===== src/rtl/peripheral_ctrl_pkg.sv =====
// Shared constants for the 0x4xxx_xxxx peripheral region: region tag, register offsets, TCON bits.
// Also used by the MEM-stage address decode and by data memory.
package peripheral_ctrl_pkg;

   localparam logic [3:0]  REGION_TAG = 4'h4;

   localparam logic [27:0] OFF_TH   = 28'h000_0000;
   localparam logic [27:0] OFF_TL   = 28'h000_0004;
   localparam logic [27:0] OFF_TCON = 28'h000_0008;
   localparam logic [27:0] OFF_LED  = 28'h000_000C;
   localparam logic [27:0] OFF_SW   = 28'h000_0010;
   localparam logic [27:0] OFF_DIGI = 28'h000_0014;
   localparam logic [27:0] OFF_TICK = 28'h000_0018;

   localparam int TCON_EN = 0;
   localparam int TCON_IE = 1;
   localparam int TCON_IS = 2;

   localparam logic [31:0] TL_MAX = 32'hFFFF_FFFF;

   typedef enum logic [2:0] {
      SEL_TH, SEL_TL, SEL_TCON, SEL_LED, SEL_SW, SEL_DIGI, SEL_TICK, SEL_NONE
   } reg_sel_e;

   function automatic reg_sel_e decode_addr(input logic [31:0] addr);
      reg_sel_e sel;
      sel = SEL_NONE;
      if (addr[31:28] == REGION_TAG) begin
         case (addr[27:0])
            OFF_TH:   sel = SEL_TH;
            OFF_TL:   sel = SEL_TL;
            OFF_TCON: sel = SEL_TCON;
            OFF_LED:  sel = SEL_LED;
            OFF_SW:   sel = SEL_SW;
            OFF_DIGI: sel = SEL_DIGI;
            OFF_TICK: sel = SEL_TICK;
            default:  sel = SEL_NONE;
         endcase
      end
      return sel;
   endfunction

endpackage


===== src/rtl/peripheral_ctrl_timer.sv =====
// Reloadable interrupt timer: TH/TL/TCON plus overflow and CPU-write priority.
module periph_timer
   import peripheral_ctrl_pkg::*;
(
   input  logic        clk,
   input  logic        rst,
   input  logic        we_th,
   input  logic        we_tl,
   input  logic        we_tcon,
   input  logic [31:0] wdata_i,
   output logic [31:0] th_o,
   output logic [31:0] tl_o,
   output logic [2:0]  tcon_o,
   output logic        irq_pend_o
);

   logic [31:0] th_q, th_d;
   logic [31:0] tl_q, tl_d;
   logic [2:0]  tcon_q, tcon_d;
   logic        ovf;

   assign ovf = tcon_q[TCON_EN] && (tl_q == TL_MAX);

   always_comb begin
      th_d = we_th ? wdata_i : th_q;

      // A CPU write to TL beats both increment and reload in the same cycle.
      tl_d = tl_q;
      if (we_tl)
         tl_d = wdata_i;
      else if (tcon_q[TCON_EN])
         tl_d = ovf ? th_q : tl_q + 32'd1;

      // An overflow in the same cycle as a TCON write still sets status.
      tcon_d = tcon_q;
      if (we_tcon)
         tcon_d = wdata_i[2:0];
      if (ovf && tcon_q[TCON_IE])
         tcon_d[TCON_IS] = 1'b1;
   end

   always_ff @(posedge clk or negedge rst) begin
      if (!rst) begin
         th_q   <= '0;
         tl_q   <= '0;
         tcon_q <= '0;
      end else begin
         th_q   <= th_d;
         tl_q   <= tl_d;
         tcon_q <= tcon_d;
      end
   end

   assign th_o       = th_q;
   assign tl_o       = tl_q;
   assign tcon_o     = tcon_q;
   assign irq_pend_o = tcon_q[TCON_IS] & tcon_q[TCON_IE];

endmodule


===== src/rtl/peripheral_ctrl.sv =====
// Memory-mapped peripheral block: decode, LED/7-seg/tick registers, switch sync, read mux, irq gating.
module peripheral_ctrl
   import peripheral_ctrl_pkg::*;
#(
   parameter int SW_W   = 8,
   parameter int LED_W  = 8,
   parameter int DIGI_W = 12
) (
   input  logic              clk,
   input  logic              rst,
   input  logic              cre_i,
   input  logic              cwe_i,
   input  logic [31:0]       addr_i,
   input  logic [31:0]       wdata_i,
   input  logic              pc31_i,
   input  logic [SW_W-1:0]   switch_i,
   output logic [31:0]       rdata_o,
   output logic              intreq_o,
   output logic [LED_W-1:0]  led_o,
   output logic [DIGI_W-1:0] digi_o
);

   reg_sel_e          sel;
   logic [31:0]       th, tl;
   logic [2:0]        tcon;
   logic              irq_pend;

   logic [LED_W-1:0]  led_q, led_d;
   logic [DIGI_W-1:0] digi_q, digi_d;
   logic [31:0]       tick_q, tick_d;
   logic [SW_W-1:0]   sw_meta_q, sw_meta_d;
   logic [SW_W-1:0]   sw_sync_q, sw_sync_d;

   assign sel = decode_addr(addr_i);

   periph_timer u_timer (
      .clk        (clk),
      .rst        (rst),
      .we_th      (cwe_i && (sel == SEL_TH)),
      .we_tl      (cwe_i && (sel == SEL_TL)),
      .we_tcon    (cwe_i && (sel == SEL_TCON)),
      .wdata_i    (wdata_i),
      .th_o       (th),
      .tl_o       (tl),
      .tcon_o     (tcon),
      .irq_pend_o (irq_pend)
   );

   always_comb begin
      led_d = led_q;
      if (cwe_i && (sel == SEL_LED))
         led_d = wdata_i[LED_W-1:0];
      digi_d = digi_q;
      if (cwe_i && (sel == SEL_DIGI))
         digi_d = wdata_i[DIGI_W-1:0];
      tick_d    = tick_q + 32'd1;
      sw_meta_d = switch_i;
      sw_sync_d = sw_meta_q;
   end

   always_ff @(posedge clk or negedge rst) begin
      if (!rst) begin
         led_q     <= '0;
         digi_q    <= '0;
         tick_q    <= '0;
         sw_meta_q <= '0;
         sw_sync_q <= '0;
      end else begin
         led_q     <= led_d;
         digi_q    <= digi_d;
         tick_q    <= tick_d;
         sw_meta_q <= sw_meta_d;
         sw_sync_q <= sw_sync_d;
      end
   end

   // Reads see pre-edge register state, so read+write in one cycle returns the old value.
   always_comb begin
      rdata_o = '0;
      if (cre_i) begin
         case (sel)
            SEL_TH:   rdata_o = th;
            SEL_TL:   rdata_o = tl;
            SEL_TCON: rdata_o = {29'd0, tcon};
            SEL_LED:  rdata_o = 32'(led_q);
            SEL_SW:   rdata_o = 32'(sw_sync_q);
            SEL_DIGI: rdata_o = 32'(digi_q);
            SEL_TICK: rdata_o = tick_q;
            default:  rdata_o = '0;
         endcase
      end
   end

   assign intreq_o = irq_pend & ~pc31_i;
   assign led_o    = led_q;
   assign digi_o   = digi_q;

endmodule

===== config.mk =====
export PLATFORM = sky130hd
export DESIGN_NAME = peripheral_ctrl
export DESIGN_NICKNAME = d
export VERILOG_FILES = /design/src/rtl/peripheral_ctrl_pkg.sv /design/src/rtl/peripheral_ctrl_timer.sv /design/src/rtl/peripheral_ctrl.sv
export SDC_FILE = /design/constraint.sdc
export NUM_CORES = 1
export LEC_CHECK = 0
export CAP_MARGIN = 20
export CORE_UTILIZATION = 35
export CTS_BUF_LIST = sky130_fd_sc_hd__clkbuf_16
export DETAILED_ROUTE_END_ITERATION = 8
export PLACE_DENSITY = 0.68
export SLEW_MARGIN = 10
export SYNTH_ARGS = -nofsm -noshare
export SYNTH_HDL_FRONTEND = slang
export SYNTH_SLANG_ARGS = --single-unit

===== constraint.sdc =====
create_clock -name clk -period 2.9 [get_ports clk]
set_input_delay 0.29 -clock clk [delete_from_list [all_inputs] [get_ports clk]]
set_output_delay 0.29 -clock clk [all_outputs]
set_load 0.02 [all_outputs]

==> flow_summary.json <==
{
  "run_status": "finished clean",
  "antenna_left": 0,
  "number_of_flops_mapped_to_enable_cells_by_yosys": 0,
  "timing.critical_path.fanout_max": 8,
  "fin_total_pwr_mw": 4.331,
  "maxSlewHeadroom": 0.6040,
  "detail_route.iter0.violations": 598,
  "drt-vias-per-instance": 5.709,
  "port_buffers": 129,
  "nets": 951,
  "crit_path_top_delay_cell": "sky130_fd_sc_hd__or4_4",
  "initial_core_util": 0.3626,
  "synth-seq-cells": 135,
  "vias": 6594,
  "routed_wl_um": 23420,
  "cap_violations": 0,
  "path_delay_family": "simple AND/OR/NAND/NOR gates",
  "area_of_the_mapped_netlist_mm2": 0.007432,
  "post_synth_main_area_contributors": "sky130_fd_sc_hd__dfrtp_1 45%, sky130_fd_sc_hd__mux2_2 10%, sky130_fd_sc_hd__nor2_1 3.2%",
  "yosysSeqAreaShare": 0.4545,
  "p_per_area_mw_per_mm2": 436.9,
  "rows": 52,
  "critPathLaunchType": "input port",
  "drt_first_pass_iters": 6,
  "grt_pass1_wl_um": 36040,
  "min_path_type": "input port to flip-flop",
  "synth_fp_nets": 795,
  "chipHeight_um": 147.7,
  "worst_path_most_repeated_cell": "sky130_fd_sc_hd__buf_4",
  "antenna_found_initial": 0,
  "grt_setup_unrepaired": "no",
  "final_core_area_utilization": 0.4837,
  "grt_pass1_vias": 6330,
  "slew_at_the_pin_with_the_worst_max_slew_slack_ns": 0.5939,
  "ys_types": 64,
  "yosysTopAreaCellShare": 0.4545,
  "path_buf_inv": 4,
  "required_ns": 2.61,
  "fmax_mhz": 354.3,
  "synth_flop_cell": "sky130_fd_sc_hd__dfrtp_1",
  "grt_remaining_overflow": 0,
  "antenna_cells": 0,
  "detailed_route_wire_length_per_cell_um": 20.27,
  "cp_data_arrival_time_ns": 2.53,
  "grt_util_all_layers": 0.2176,
  "cts_tree": "built",
  "ctsRootBufferMaster": "sky130_fd_sc_hd__clkbuf_16",
  "timing.final.hold_violations": 0,
  "period_needed_ns": 2.822,
  "detailed_place_hpwl_um": 16930,
  "insertion_delay_ns": 0.43,
  "numClockSinks": 135,
  "place.gp.congestion": 0.8321,
  "netlist.top_cell.by_area": "sky130_fd_sc_hd__dfrtp_1",
  "fraction_of_layout_instances_using_a_drive_strength_above_1": 0.2554,
  "sort_of_element_at_the_end_of_the_critical_path": "output pin",
  "remaining_drc_errors": 0,
  "p_leak_nw": 4.230,
  "fraction_of_registers_with_async_set_or_reset_after_synthesis": 1.000,
  "final-max-slew-violation-count": 0,
  "syn_inst": 716,
  "syn_area_per_cell_um2": 10.38,
  "die_area_mm2": 0.02182,
  "clk_pin_slew_ns": 0.06,
  "cts_buffer_depth": 2,
  "setup.worst_path.class": "input port to output pin",
  "critical-path-max-stage-delay_ns": 0.56,
  "yosys_warnings": 0,
  "io-pin-count": 130,
  "vdd.ir_drop.worst_v": 0.0003903,
  "hold_ws_ns": 0.2947,
  "synthToLayoutAreaGrowth_pct": 33.38,
  "crit_path_cell_trace": "dlygate4sd2_1 > or4_4 > or4_4 > nor2_4 > o211ai_1 > buf_4 > buf_4 > nor2_2 > buf_4",
  "cts_buf_count": 17,
  "reg2reg_setup_slack_ns": 0.41,
  "timing.final.crit_share": 0.9732,
  "core_mm2": 0.02049,
  "setup_viol_count_final": 0,
  "setup_tns_ns": 0,
  "grt_start_max_net_pins": 64,
  "clock-skew-final_ns": 0.009584,
  "cts_htree_levels": 4,
  "die_width_um": 147.7
}
[routing by layer]
layer | part of all wire | vias to the layer above | routed length, um | track usage
met1 | 0.45 | 3206 | 10450 | 0.3041
met2 | 0.45 | 329 | 10490 | 0.3245
li1 | - | 3009 | - | -
met3 | 0.074 | 50 | 1731 | 0.05000
met4 | 0.032 | 0 | 740 | 0.08814
met5 | 0 | - | 0 | 0
[sequential cells by signal, indices dropped and copies added, names as in the netlist]
signal	flops
digi_o	12
led_o	8
sw_meta_q	8
sw_sync_q	8
tick_q	32
u_timer.tcon_o	3
u_timer.th_o	32
u_timer.tl_o	32
[power breakdown]
part           internal, mW  switching (mW)  leakage (nW)
logic                 0.142           0.134          2.25
registers              1.89         0.00302          1.69
clock network          1.27           0.889         0.282
total                  3.31            1.03          4.23
[cells by family (layout without fill, tap and decap cells)]
group                    after synthesis  after routing  synth area share
flip-flops                           135            135            0.4545
multiplexers                         103            103            0.1653
AND/OR/NAND/NOR                      245            245            0.1763
adder cells (fa/ha/maj)                2              2          0.003366
XOR/XNOR                              30             30           0.03535
AO/OA/AOI/OAI                        141            141            0.1303
buffers and inverters                 60            229           0.03485
[what timing repair did]
item	in CTS	in global routing
resized for setup	175	17
buffers inserted	2	1
hold buffers	1	0
endpoints found under the setup margin	32	30
pin swaps	7	6
hold endpoints to repair	61	0
cloned	2	0
[synth_stat cells, types with 8 or more instances]
| master | number |
|---|---|
| sky130_fd_sc_hd__dfrtp_1 | 135 |
| sky130_fd_sc_hd__mux2_2 | 68 |
| sky130_fd_sc_hd__nor2_1 | 63 |
| sky130_fd_sc_hd__nand2_1 | 54 |
| sky130_fd_sc_hd__a22oi_1 | 29 |
| sky130_fd_sc_hd__clkbuf_1 | 29 |
| sky130_fd_sc_hd__nand3_1 | 26 |
| sky130_fd_sc_hd__o21ai_0 | 21 |
| sky130_fd_sc_hd__xnor2_1 | 21 |
| sky130_fd_sc_hd__nand4_1 | 20 |
| sky130_fd_sc_hd__a21oi_1 | 17 |
| sky130_fd_sc_hd__a31oi_1 | 17 |
| sky130_fd_sc_hd__mux2i_1 | 17 |
| sky130_fd_sc_hd__and4_1 | 15 |
| sky130_fd_sc_hd__a211oi_1 | 12 |
| sky130_fd_sc_hd__and3_1 | 12 |
| sky130_fd_sc_hd__o31ai_1 | 12 |
| sky130_fd_sc_hd__nor4_1 | 11 |
| sky130_fd_sc_hd__inv_1 | 10 |
| sky130_fd_sc_hd__mux2_1 | 10 |
| sky130_fd_sc_hd__buf_2 | 9 |
| sky130_fd_sc_hd__xor2_1 | 9 |
| sky130_fd_sc_hd__mux4_2 | 8 |
| sky130_fd_sc_hd__nor3_1 | 8 |
[through the flow]
step	instances	instance area, um^2	setup slack [ns]
2_1_floorplan	716	7432	0.2334
3_3_place_gp	1118	9330	-0.8691
3_5_place_dp	1118	9330	-0.8750
4_1_cts	1155	9894	0.002752
5_1_grt	1155	9913	0.01834
6_report	1155	9913	0.07784
[cells in the final DEF, fill, tap and decap left out, types with 9 or more instances in the layout]
master                            count
sky130_fd_sc_hd__inv_1               11
sky130_fd_sc_hd__mux2i_1             17
sky130_fd_sc_hd__and4_1              15
sky130_fd_sc_hd__a22oi_1             27
sky130_fd_sc_hd__o21ai_0             21
sky130_fd_sc_hd__clkdlybuf4s50_1     83
sky130_fd_sc_hd__xor2_1               9
sky130_fd_sc_hd__nand2_1             54
sky130_fd_sc_hd__a211oi_1             9
sky130_fd_sc_hd__a31oi_1             17
sky130_fd_sc_hd__nor4_1               9
sky130_fd_sc_hd__dfrtp_1            135
sky130_fd_sc_hd__buf_6                9
sky130_fd_sc_hd__nor2_1              58
sky130_fd_sc_hd__xnor2_1             21
sky130_fd_sc_hd__nand3_1             26
sky130_fd_sc_hd__nand4_1             20
sky130_fd_sc_hd__o31ai_1             12
sky130_fd_sc_hd__buf_4               55
sky130_fd_sc_hd__buf_2               19
sky130_fd_sc_hd__mux2_2              68
sky130_fd_sc_hd__clkbuf_16           17
sky130_fd_sc_hd__mux2_1              10
sky130_fd_sc_hd__a21oi_1             17
sky130_fd_sc_hd__and3_1              12
[final cells by class]
class                           count  area, um^2
Clock buffer                       17       425.4
Multi-Input combinational cell    521        3877
Tap cell                          270       337.8
Fill cell                        1899       10580
Inverter                           11       41.29
Timing Repair Buffer              186        1697
Clock inverter                     15       156.4
Sequential cell                   135        3378
[worst register-to-register path, delay by kind of cell (launching register included)]
kind / cells / cell delay [ns]
AOI/OAI and AO/OA: 1 / 0.12
buffers and inverters: 1 / 0.23
DFF: 1 / 0.49
muxes: 1 / 0.35
and+or+nand+nor: 3 / 1.21
[final timing paths]
| kind | depth (start not counted) | from | end |
|---|---|---|---|
| max | 9 | addr_i[8] | rdata_o[0] |
| max reg2reg | 6 | u_timer.tl_o[3] | u_timer.tl_o[7] |
| max in group asynchronous | 3 | rst | digi_o[9] |
| min reg2reg | 0 | sw_meta_q[2] | sw_sync_q[2] |
| min in group asynchronous | 2 | rst | digi_o[1] |
| min | 1 | switch_i[6] | sw_meta_q[6] |
Note: power is estimated with default switching activity, not from simulation.
